$ cat src/rtl/counter_ctrl_pkg.sv
// Shared definitions for the command-driven event counter controller:
// opcodes, controller states and the power-up prescale limit.
package counter_ctrl_pkg;

  localparam logic [2:0] OP_NOP          = 3'd0;
  localparam logic [2:0] OP_SET_PRESCALE = 3'd1;
  localparam logic [2:0] OP_SET_COMPARE  = 3'd2;
  localparam logic [2:0] OP_START        = 3'd3;
  localparam logic [2:0] OP_STOP         = 3'd4;
  localparam logic [2:0] OP_CLEAR        = 3'd5;
  localparam logic [2:0] OP_SET_MODE     = 3'd6;
  localparam logic [2:0] OP_RSVD         = 3'd7;

  localparam int PRE_DEFAULT_LIMIT = 1000;

  typedef enum logic [1:0] {
    IDLE   = 2'd0,
    RUN    = 2'd1,
    PAUSED = 2'd2,
    DONE   = 2'd3
  } ctrl_state_t;

endpackage

$ cat src/rtl/counter_prescaler.sv
// Prescaler that counts 0..limit while enabled and flags the terminal cycle.
// Holds when disabled; clr forces the phase back to zero.
module counter_prescaler #(
  parameter int PRE_W = 16
) (
  input  logic             clk,
  input  logic             rst_n,
  input  logic             en,
  input  logic             clr,
  input  logic [PRE_W-1:0] limit,
  output logic             tick
);

  logic [PRE_W-1:0] cnt_q;
  logic [PRE_W-1:0] cnt_d;

  assign tick = en && (cnt_q == limit);

  // NOTE: every signal assigned in always_comb gets a default first, so no path can infer a latch.
  always_comb begin
    cnt_d = cnt_q;
    if (clr || tick) begin
      cnt_d = '0;
    end else if (en) begin
      cnt_d = cnt_q + PRE_W'(1);
    end
  end

  // NOTE: sequential state uses non-blocking assignments only, so all flops update from pre-edge values.
  always_ff @(posedge clk or negedge rst_n) begin
    if (!rst_n) begin
      cnt_q <= '0;
    end else begin
      cnt_q <= cnt_d;
    end
  end

endmodule

$ cat src/rtl/counter_ctrl.sv
// Command-driven controller for the prescaled event counter: register file,
// run/pause/done state machine, compare logic and the valid/ready command port.
module counter_ctrl
  import counter_ctrl_pkg::*;
#(
  parameter int CTR_W       = 24,
  parameter int PRE_W       = 16,
  parameter int PRE_DEFAULT = PRE_DEFAULT_LIMIT
) (
  input  logic             clk,
  input  logic             rst_n,
  input  logic             cmd_valid,
  output logic             cmd_ready,
  input  logic [2:0]       cmd_op,
  input  logic [CTR_W-1:0] cmd_data,
  output logic [CTR_W-1:0] count,
  output logic             tick,
  output logic             busy,
  output logic             done
);

  ctrl_state_t      state_q, state_d;
  logic [CTR_W-1:0] count_q, count_d;
  logic [CTR_W-1:0] compare_q, compare_d;
  logic [PRE_W-1:0] limit_q, limit_d;
  logic             auto_q, auto_d;
  logic             ready_q, ready_d;
  logic             done_q, done_d;

  logic             accept;
  logic             run;
  logic             pre_clr;
  logic [CTR_W-1:0] count_inc;
  logic             hit;

  assign accept    = cmd_valid && ready_q;
  assign count_inc = count_q + CTR_W'(1);
  // A zero compare value means free run: no match ever fires.
  assign hit       = tick && (compare_q != '0) && (count_inc == compare_q);

  counter_prescaler #(.PRE_W(PRE_W)) u_prescaler (
    .clk   (clk),
    .rst_n (rst_n),
    .en    (run),
    .clr   (pre_clr),
    .limit (limit_q),
    .tick  (tick)
  );

  always_ff @(posedge clk or negedge rst_n) begin
    if (!rst_n) begin
      state_q <= IDLE;
    end else begin
      state_q <= state_d;
    end
  end

  // Commands override the tick's own transition (e.g. STOP beats a one-shot match).
  always_comb begin
    state_d = state_q;
    if (hit && !auto_q) begin
      state_d = DONE;
    end
    if (accept) begin
      case (cmd_op)
        OP_START: if (state_q != RUN) state_d = RUN;
        OP_STOP:  if (state_q == RUN) state_d = PAUSED;
        OP_CLEAR: state_d = IDLE;
        default:  ;
      endcase
    end
  end

  always_comb begin
    run  = (state_q == RUN);
    busy = run;
  end

  always_comb begin
    count_d   = count_q;
    compare_d = compare_q;
    limit_d   = limit_q;
    auto_d    = auto_q;
    done_d    = 1'b0;
    pre_clr   = 1'b0;
    ready_d   = !accept;

    if (tick) begin
      if (hit) begin
        done_d  = 1'b1;
        count_d = auto_q ? '0 : compare_q;
      end else begin
        count_d = count_inc;
      end
    end

    if (accept) begin
      case (cmd_op)
        OP_SET_PRESCALE: begin
          limit_d = PRE_W'(cmd_data);
          pre_clr = 1'b1;
        end
        OP_SET_COMPARE: compare_d = cmd_data;
        OP_START: begin
          if (state_q == IDLE || state_q == DONE) begin
            count_d = '0;
            pre_clr = 1'b1;
          end
        end
        OP_CLEAR: begin
          count_d = '0;
          done_d  = 1'b0;
          pre_clr = 1'b1;
        end
        OP_SET_MODE: auto_d = cmd_data[0];
        OP_NOP, OP_STOP, OP_RSVD: ;
        default: ;
      endcase
    end
  end

  always_ff @(posedge clk or negedge rst_n) begin
    if (!rst_n) begin
      count_q   <= '0;
      compare_q <= '0;
      limit_q   <= PRE_W'(PRE_DEFAULT);
      auto_q    <= 1'b0;
      ready_q   <= 1'b1;
      done_q    <= 1'b0;
    end else begin
      count_q   <= count_d;
      compare_q <= compare_d;
      limit_q   <= limit_d;
      auto_q    <= auto_d;
      ready_q   <= ready_d;
      done_q    <= done_d;
    end
  end

  assign count     = count_q;
  assign done      = done_q;
  assign cmd_ready = ready_q;

endmodule
$ cat config.mk
export PLATFORM = sky130hd
export DESIGN_NAME = counter_ctrl
export DESIGN_NICKNAME = d
export VERILOG_FILES = /design/src/rtl/counter_ctrl_pkg.sv /design/src/rtl/counter_prescaler.sv /design/src/rtl/counter_ctrl.sv
export SDC_FILE = /design/constraint.sdc
export NUM_CORES = 1
export LEC_CHECK = 0
export ABC_AREA = 0
export ABC_CLOCK_PERIOD_IN_PS = 7100
export CAP_MARGIN = 15
export CELL_PAD_IN_SITES_DETAIL_PLACEMENT = 1
export CELL_PAD_IN_SITES_GLOBAL_PLACEMENT = 2
export CORE_MARGIN = 2
export CORE_UTILIZATION = 39
export CTS_CLUSTER_SIZE = 30
export DETAILED_ROUTE_END_ITERATION = 10
export HOLD_SLACK_MARGIN = 0.03
export PLACE_DENSITY_LB_ADDON = 0.05
export RECOVER_POWER = 50
export SKIP_LAST_GASP = 1
export SLEW_MARGIN = 5
export SYNTH_ARGS = -nofsm -noshare
export SYNTH_HDL_FRONTEND = slang
export SYNTH_SLANG_ARGS = --single-unit
$ cat constraint.sdc
create_clock -name clk -period 7.1 [get_ports clk]
set_input_delay 1.065 -clock clk [delete_from_list [all_inputs] [get_ports clk]]
set_output_delay 1.065 -clock clk [all_outputs]
set_load 0.02 [all_outputs]
==> metrics.md <==
| Metric | Value |
|---|---|
| Post-cts sizing count | 0 |
| WL/cell | approximately 22 um |
| Endpoint class of the critical path | asynchronous set/reset pin |
| Synth Net Count | 586 |
| First-pass GRT wire length | 27100 um |
| Mux cell area share after synthesis | 9.30% |
| All-Layer GR Usage | around a quarter |
| Final setup skew | 0.00704 ns |
| Final Hold Fails | 0 |
| Hold WC Path Type | flop to flop |
| CP startpoint kind | input port |
| Setup TNS | 0 ns |
| VDD IR max | 0.135 mV |
| Clk root buf | clkbuf_16 |
| Drc violations | 0 |
| Area fraction in compound gates after synthesis | around a tenth |
| Adder-cell share of the synthesized area | 0.710% |
| CP Class | input port to asynchronous set/reset pin |
| Tot Pwr | about 0.0015 W |
| Sequence of cells on the critical path | clkbuf_1 -> clkbuf_1 |
| Layout Nets | approximately 640 |
| Die X | ~120 um |
| Grt ovf | 0 |
| Largest family of logic cells by synthesized area | simple AND/OR/NAND/NOR gates |
| Initial antenna violation count | 0 |
| Gate Count Post-Synth | between 500 and 600 |
| Mapped cell area | 5290 um2 |
| Util after Layout | 47.5% |
| Worst-path clk slew | 0.07 ns |
| FF+latch count, synth | 85 |
| IO Port Bufs | 57 |
| Mean Syn Cell Area | 9.56 um2 |
| Area of the core | 13200 um2 |
| Starting Density | 39.9% |
| Commonest non-fill, non-tap cell in the layout | dfrtp_1 |
| CP Max Fanout | 43 |
| Row count | 42 |
| FMAX | 212 MHz |
| Commonest non-fill, non-tap cells in the layout | 78 x dfrtp_1, 52 x nand2_1, 52 x clkdlybuf4s50_1 |
| Vias in the first global route | 4716 |
| DR vias/cell | 5.79 |
| Area of the multi-input gates | 3000 um2 |
| Synth async-reset ratio | 100% |
| Setup bufs post-CTS | 0 |
| Unrepaired setup endpoints after global routing | false |
| Fillers | 1517 |
| Post-synthesis xor/xnor area fraction | 12.3% |
| Routed WL | ~17000 um |
| Inserted Clock Buffers | 9 |
| Gp weighted congestion | ~0.92 |
| First-pass detailed-route iteration total | 4 |
| Synth Area in Simple Gates | 25.0% |
| Ys flop type | dfrtp_1 |
| EDFF count, synth | 0 |
| H-tree depth | 3 |
| Worst path required time | about 7.1 ns |
| Clk Latency, worst-skew pair | 0.35 ns |
| Routed Antenna Nets | 0 |
| CTS tree | yes |
| Warnings from Yosys | 0 |
| Crit-path leading delay family | buffers and inverters |
| Sequential cell area fraction in the yosys report | 40.4% |
| Period utilisation layout | 66.5% |
| Failing checks | max-capacitance violations, max-slew violations |
| Critical path buffer and inverter count | 2 |
| Slew Limit Fails | 88 |
| Status | complete, but fails checks |
| Slowest CP cell | clkbuf_1 |
| DR iter-0 viols | 347 |
| Total of max-cap violations | 2 |
| LEAKAGE | between 2 and 2.5 nW |
| Layout cells sized above 1 | 13.0% |
| Worst Path Arrival | 4.67 ns |
| CTS Buffer Depth | 2 |
| IO Count | 58 |
| Min Clock Period, post-route | 4.72 ns |
| Largest net degree at the start of global routing | 44 |
| CTS Sinks | 85 |
| FF/Latch Area | 2140 um2 |
| Area Growth Syn to Fin | 19.0% |
| Chip height | about 120 um |
| Vias | roughly 4500 |
| Distinct cells, synth | 69 |
| Final setup fails | 0 |
| Dpl hpwl | ~13000 um |
| Die ar. | between 10000 and 15000 um2 |
| Worst path max stage delay | between 1.5 and 2 ns |
| # diodes | 0 |
| Most frequent CP cell | clkbuf_1 |
| Pwr/cell area | 237 nW/um2 |
| Worst-Margin Slew | 2.47 ns |
| Slew margin rel. | -64.6% |
| Post-CTS Hold Buffers | 0 |
## path summary, 6_finish.rpt
kind | start | endpoint | slack [ns] | cells past startpoint
worst max-delay path | rst_n | compare_q[19]$_DFFE_PN0P_ | 2.38 | 2
worst max register to register | count[0]$_DFF_PN0_ | count[18]$_DFF_PN0_ | 2.95 | 9
min in group asynchronous | rst_n | limit_q[2]$_DFFE_PN0P_ | 1.47 | 1
max in group clk | count[0]$_DFF_PN0_ | count[18]$_DFF_PN0_ | 2.95 | 9
worst min register to register | limit_q[14]$_DFFE_PN0P_ | limit_q[14]$_DFFE_PN0P_ | 0.53 | 1
worst min-delay path | limit_q[14]$_DFFE_PN0P_ | limit_q[14]$_DFFE_PN0P_ | 0.53 | 1
## layout make-up
type | instances | share of cell area, %
multi-input cells | 433 | 47.6
flip-flops and latches | 85 | 33.9
repair buffers | 63 | 9.56
clock buffers | 10 | 3.64
well taps | 176 | 3.50
clock inverters | 6 | 1.13
inverters | 10 | 0.596
## state kept, by name (all words and copies together) (netlist names)
| signal | count |
|---|---|
| count | 24 |
| compare_q | 24 |
| cmd_ready | 1 |
| auto_q | 1 |
| limit_q | 16 |
| done | 1 |
| state_q | 2 |
| u_prescaler.cnt_q | 16 |
## power breakdown
part           total (W)  switching, W  internal (W)
clock network   0.000490      0.000213      0.000277
registers       0.000669      0.000105      0.000564
logic           0.000333      0.000170      0.000162
## stage by stage
| stage | hold slack (ns) | area (um2) | instances | setup slack, ns |
|---|---|---|---|---|
| floorplan | 0.494 | 5290 | 553 | 3.76 |
| global placement | 0.511 | 6000 | 766 | 3.13 |
| detailed placement | 0.518 | 6000 | 766 | 2.98 |
| CTS | 0.530 | 6300 | 782 | 2.95 |
| global route | 0.559 | 6290 | 783 | 1.69 |
| finish | 0.526 | 6290 | 783 | 2.38 |
## per-layer routing
layer,share of wire [%],track usage (%),up-vias
li1,-,-,2106
met1,47,35.1,2311
met2,47,38.8,109
met3,5.1,3.63,11
met4,1.1,7.27,0
met5,0,0,-
## synth_stat cells, types with 5 or more instances
cell type	instances	area, um2
o21ai_1	6	30.0
nor3_1	12	60.1
nand3_1	22	110
a21oi_1	6	30.0
o21ai_0	19	95.1
mux2_2	41	462
and3_1	9	56.3
a31oi_1	5	31.3
nor3b_1	6	45.0
nor4_1	20	125
dfstp_2	7	184
xor2_1	38	333
nand2_1	52	195
xnor2_1	36	315
nor2b_1	5	31.3
nand2b_1	7	43.8
nor2_1	50	188
nand4_1	18	113
clkbuf_1	14	52.6
or3_1	7	43.8
inv_1	10	37.5
buf_2	6	30.0
dfrtp_1	78	1950
## cells by family after synthesis
group	count (synthesis)
muxes	44
and+or+nand+nor	239
DFF	85
adders and majority gates	3
xor gates and xnor gates	74
AOI/OAI and AO/OA	73
buffers and inverters	35
(Power assumes the default switching activity.)
